===== src/rtl/serial_subtractor.sv =====
// -----------------------------------------------------------------------------
// serial_subtractor
//
// Bit-serial subtractor: {b_out, diff} = a - b - b_in, one bit per clock,
// LSB first, using a single full-subtractor cell and a registered borrow.
//
// Handshake: start is sampled only in IDLE. An accepted start latches a, b
// and b_in. busy is high for the WIDTH RUN cycles. done pulses for exactly
// one cycle when diff/b_out carry the new result. diff/b_out hold their value
// until the next operation completes. start is ignored while busy or done;
// there is no queueing.
//
// Optional feature (macro SERIAL_SUB_OVF_EN): adds output ovf, the
// two's-complement overflow of a - b - b_in, updated together with diff.
//
// Ports:
//   clk       rising-edge clock
//   rst_n     asynchronous active-low reset
//   start     operation request (sampled in IDLE only)
//   a, b      minuend / subtrahend (WIDTH bits), latched on accepted start
//   b_in      borrow-in, latched on accepted start
//   busy      high while the FSM is in RUN
//   done      one-cycle result-valid pulse
//   diff      registered difference (WIDTH bits), held
//   b_out     registered final borrow, held
//   ovf       (SERIAL_SUB_OVF_EN only) registered signed overflow, held
//   dbg_state current FSM state encoding, for observation only
// -----------------------------------------------------------------------------
module serial_subtractor #(
    parameter int WIDTH = 4
) (
    input  logic             clk,
    input  logic             rst_n,
    input  logic             start,
    input  logic [WIDTH-1:0] a,
    input  logic [WIDTH-1:0] b,
    input  logic             b_in,
    output logic             busy,
    output logic             done,
    output logic [WIDTH-1:0] diff,
    output logic             b_out,
`ifdef SERIAL_SUB_OVF_EN
    output logic             ovf,
`endif
    output logic [1:0]       dbg_state
);

    localparam int CW = $clog2(WIDTH + 1);
    localparam logic [CW-1:0] LAST_BIT = CW'(WIDTH - 1);

    typedef enum logic [1:0] {
        IDLE = 2'd0,
        RUN  = 2'd1,
        DONE = 2'd2
    } state_t;

    state_t           state;
    state_t           state_next;

    logic [WIDTH-1:0] a_sr;
    logic [WIDTH-1:0] b_sr;
    logic [WIDTH-1:0] res_sr;
    logic             bor;
    logic [CW-1:0]    cnt;

    logic             d_bit;
    logic             bor_next;
    logic             last_bit;
    logic [WIDTH-1:0] res_next;

`ifdef SERIAL_SUB_OVF_EN
    logic             a_msb;
    logic             b_msb;
`endif

    // Full-subtractor cell on the current LSBs.
    assign d_bit    = a_sr[0] ^ b_sr[0] ^ bor;
    assign bor_next = (~a_sr[0] & b_sr[0]) | (~(a_sr[0] ^ b_sr[0]) & bor);
    assign last_bit = (cnt == LAST_BIT);
    // New bit enters at the MSB so that after WIDTH shifts bit 0 sits at LSB.
    assign res_next = {d_bit, res_sr[WIDTH-1:1]};

    assign busy      = (state == RUN);
    assign done      = (state == DONE);
    assign dbg_state = state;

    always_ff @(posedge clk or negedge rst_n) begin
        if (!rst_n) begin
            state <= IDLE;
        end else begin
            state <= state_next;
        end
    end

    always_comb begin
        state_next = state;
        case (state)
            IDLE:    if (start) state_next = RUN;
            RUN:     if (last_bit) state_next = DONE;
            DONE:    state_next = IDLE;
            default: state_next = IDLE;
        endcase
    end

    always_ff @(posedge clk or negedge rst_n) begin
        if (!rst_n) begin
            a_sr   <= '0;
            b_sr   <= '0;
            res_sr <= '0;
            bor    <= 1'b0;
            cnt    <= '0;
            diff   <= '0;
            b_out  <= 1'b0;
        end else begin
            case (state)
                IDLE: begin
                    if (start) begin
                        a_sr <= a;
                        b_sr <= b;
                        bor  <= b_in;
                        cnt  <= '0;
                    end
                end
                RUN: begin
                    a_sr   <= {1'b0, a_sr[WIDTH-1:1]};
                    b_sr   <= {1'b0, b_sr[WIDTH-1:1]};
                    bor    <= bor_next;
                    res_sr <= res_next;
                    cnt    <= cnt + CW'(1);
                    // Publish only on the final bit so diff never shows partials.
                    if (last_bit) begin
                        diff  <= res_next;
                        b_out <= bor_next;
                    end
                end
                default: ;
            endcase
        end
    end

`ifdef SERIAL_SUB_OVF_EN
    // Operand sign bits are shifted away during RUN, so keep copies.
    always_ff @(posedge clk or negedge rst_n) begin
        if (!rst_n) begin
            a_msb <= 1'b0;
            b_msb <= 1'b0;
            ovf   <= 1'b0;
        end else begin
            if (state == IDLE && start) begin
                a_msb <= a[WIDTH-1];
                b_msb <= b[WIDTH-1];
            end
            // d_bit on the last edge is the result sign bit.
            if (state == RUN && last_bit) begin
                ovf <= (a_msb != b_msb) && (d_bit != a_msb);
            end
        end
    end
`endif

endmodule

===== config.mk =====
export PLATFORM = sky130hd
export DESIGN_NAME = serial_subtractor
export DESIGN_NICKNAME = d
export VERILOG_FILES = /design/src/rtl/serial_subtractor.sv
export SDC_FILE = /design/constraint.sdc
export NUM_CORES = 1
export LEC_CHECK = 0
export BUFFER_PORTS_ARGS = -buffer_cell sky130_fd_sc_hd__buf_4
export CORE_MARGIN = 2
export CORE_UTILIZATION = 48
export DETAILED_ROUTE_END_ITERATION = 6
export PLACE_DENSITY_LB_ADDON = 0.3
export SETUP_SLACK_MARGIN = 0.02
export SLEW_MARGIN = 10
export SYNTH_ARGS = -nofsm -noshare
export SYNTH_HDL_FRONTEND = slang
export SYNTH_SLANG_ARGS = --single-unit
export TNS_END_PERCENT = 5

===== constraint.sdc =====
create_clock -name clk -period 1.4 [get_ports clk]
set_input_delay 0 -clock clk [delete_from_list [all_inputs] [get_ports clk]]
set_output_delay 0 -clock clk [all_outputs]
set_load 0.005 [all_outputs]

==> flow_summary.rst <==
.. list-table::
   :header-rows: 1

   * - Metric
     - Value
   * - Outcome
     - finished clean
   * - Antenna violations before repair
     - 0
   * - Die Ht
     - 52.7 um
   * - Pins over their slew limit
     - 0
   * - Drt drc
     - 0
   * - Area growth from synthesis to layout
     - 22.0%
   * - Number of iterations in the first detailed-routing pass
     - 2
   * - Slew Limit Headroom
     - 73.4%
   * - Root cell of the clock tree
     - clkbuf_4
   * - Global route total overflow
     - 0
   * - RSZ-0062 raised after global routing
     - false
   * - Global routing usage summed across all routing layers
     - 16.2%
   * - First-pass GRT wire length
     - 3200 um
   * - Final Util
     - 62.1%
   * - Endpoint type of the worst setup path
     - flip-flop
   * - Top-level port count
     - 21
   * - Buffers from clock root to sink, at most
     - 2
   * - Drt total wl
     - 1830 um
   * - Largest delay share family, worst path
     - flip-flops
   * - Post-synth net total
     - 95
   * - Most Frequent Cell on Critical Path
     - ha_2
   * - Routed via count divided by cell count
     - 5.32
   * - Gate count of the mapped netlist
     - 80
   * - Number of fill cells
     - 181
   * - Final design instance area without fill
     - 0.00139 sq mm
   * - Cell area power density
     - 2120 mW/mm^2
   * - Pin slew with the least headroom to its limit
     - 0.398 ns
   * - Max incr delay on CP
     - 0.40 ns
   * - Largest net degree at the start of global routing
     - 23
   * - Routed wire per std cell
     - 13.7 um
   * - Worst Path Class, Setup
     - reg2reg
   * - Static leakage
     - 0.655 nW
   * - Post-layout minimum cycle time
     - 1.31 ns
   * - Number of antenna repair diodes
     - 0
   * - Top achievable clock speed
     - 764 MHz
   * - Number of endpoints failing setup at the final stage
     - 0
   * - Clk pin slew, worst setup/hold paths
     - 0.11 ns
   * - Core Area
     - 0.00223 sq mm
   * - Yosys Warn Count
     - 0
   * - Part of the Yosys area used for sequential elements
     - 48.5%
   * - Initial Util
     - 50.9%
   * - Number of storage elements in the synthesis netlist
     - 22
   * - Class of the tightest hold or removal check
     - in2reg
   * - Cell area after synthesis
     - 0.00114 sq mm
   * - Number of buffers created by CTS
     - 3
   * - Setup tns final
     - 0 ns
   * - Clk_lat worst skew
     - 0.29 ns
   * - Netlist cell types
     - 26
   * - Die Span X
     - 52.7 um
   * - Fraction of layout cells with a size suffix above 1
     - 50.5%
   * - Clock tree from TritonCTS
     - built
   * - Maxcap violations
     - 0
   * - VDD IR max
     - 951 uV
   * - HPWL after detailed placement
     - 1330 um
   * - Buffers plus inverters on the worst setup path
     - 0
   * - Worst setup SP type
     - flip-flop
   * - Number of nets with antenna violations after detailed routing
     - 0
   * - Mean area per synthesized cell
     - 14.2 sq um
   * - Iteration-0 DRC Markers
     - 3
   * - Routability-driven placement congestion ratio
     - 0.664
   * - Arrival time at the worst endpoint
     - 1.50 ns
   * - Port bufs
     - 20
   * - H-tree lvl count
     - 1
   * - Num Clock Sinks
     - 22
   * - Final Hold Viols
     - 0
   * - Vias
     - 707
   * - Total Die Area
     - 0.00277 sq mm
   * - Crit path max fanout
     - 6
   * - Leading cell type in the layout, fill and taps excluded
     - buf_4
   * - Site row count
     - 17
   * - Final-stage net count
     - 122
   * - Ratio of final minimum period to clock period
     - 93.5%
   * - Placed inst area
     - 0.00131 sq mm
   * - Setup clock skew after layout
     - 0.000541 ns
   * - Via count of the first global-routing pass
     - 714
   * - Worst path slowest cell
     - dfrtp_1
   * - Most frequent cells in the layout
     - 23 x buf_4, 21 x dfrtp_1, 10 x inv_1
   * - Required time at the endpoint of the critical path
     - 1.59 ns
   * - Cells along the critical path
     - ha_2 -> ha_2 -> nand3b_4 -> mux2_4
==> registers in the layout (all words and copies together), names as in the netlist <==
| signal | flops |
|---|---|
| a_sr | 4 |
| b_sr | 4 |
| diff | 4 |
| cnt | 3 |
| res_sr | 3 |
| dbg_state | 2 |
| b_out | 1 |
| bor | 1 |
==> cells by family after synthesis <==
group / share of synthesized area (%)
adders and majority gates: 3.96
DFF: 48.5
AOI/OAI and AO/OA: 13.5
buffers and inverters: 7.60
muxes: 10.5
and+or+nand+nor: 16.0
==> where the power goes <==
group          internal, W  total (W)  switching, W
registers         0.000945    0.00115      0.000207
clock network     0.000100   0.000277      0.000177
logic             0.000873    0.00152      0.000643
==> through the flow <==
stage               setup slack, ns  std cells  hold slack [ns]  total power, W
floorplan                    0.0865         80           -0.296         0.00225
global placement             0.0607        126          -0.0966         0.00262
detailed placement           0.0332        126          -0.0950         0.00267
CTS                          0.0224        133          0.00105         0.00298
global route                 0.0341        133          0.00787         0.00322
finish                       0.0913        133           0.0100         0.00295
==> per-layer routing <==
layer / vias to the layer above / global-route usage, % / share of wire, %
met5: - / 0 / 0
met4: 0 / 6.41 / 0
met3: 0 / 2.57 / 3.2
met2: 15 / 28.5 / 53
met1: 355 / 19.5 / 44
li1: 337 / - / -
==> repair_timing <==
item                       in CTS  in global routing
hold buffers                    3                  0
hold endpoints to repair       24                  0
setup endpoints to repair       4                  6
gates resized for setup         0                  4
cloned                          0                  0
setup buffers                   1                  0
==> Yosys cell counts, drive strengths merged <==
cell type  instances  area share (%)
fa                 1             1.8
buf                5             3.7
nand3b             1             1.8
inv               11             3.9
mux2               8             9.6
a211oi             4             4.4
a22o               3             2.3
nor3b              5             3.7
nor4b              7             7.6
ha                 2             2.2
dfrtp             22              48
o2bb2ai            1            0.77
o21bai             1             1.7
mux2i              1            0.88
a21oi              1            0.44
a221oi             3             4.0
nor2b              1            0.55
nand2b             3             2.3
==> area by class of cell <==
class                      count  area, sq um  area share, %
tap                           28         35.0           2.53
multi-input combinational     42          510           36.8
sequential                    22          552           39.8
timing repair buffer          27          223           16.1
clock buffer                   3         22.5           1.62
inverter                      11         43.8           3.16
==> worst register-to-register path, delay by kind of cell, from the launching register on <==
kind                       cells  cell delay (ns)
and+or+nand+nor                1             0.13
muxes                          1             0.31
adders and majority gates      2             0.36
DFF                            1             0.40
==> worst paths after layout <==
| path | end | from | depth (start not counted) | slack, ns |
|---|---|---|---|---|
| setup / recovery | diff[3] | cnt[0] | 4 | 0.09 |
| hold / removal | dbg_state[0] | start | 3 | 0.01 |
| setup reg to reg | diff[3] | cnt[0] | 4 | 0.09 |
| hold reg to reg | res_sr[1] | res_sr[1] | 1 | 0.51 |
| max in group asynchronous | dbg_state[0] | rst_n | 2 | 1.05 |
| min in group asynchronous | diff[3] | rst_n | 2 | 0.12 |
Note: power is estimated with default switching activity, not from simulation.
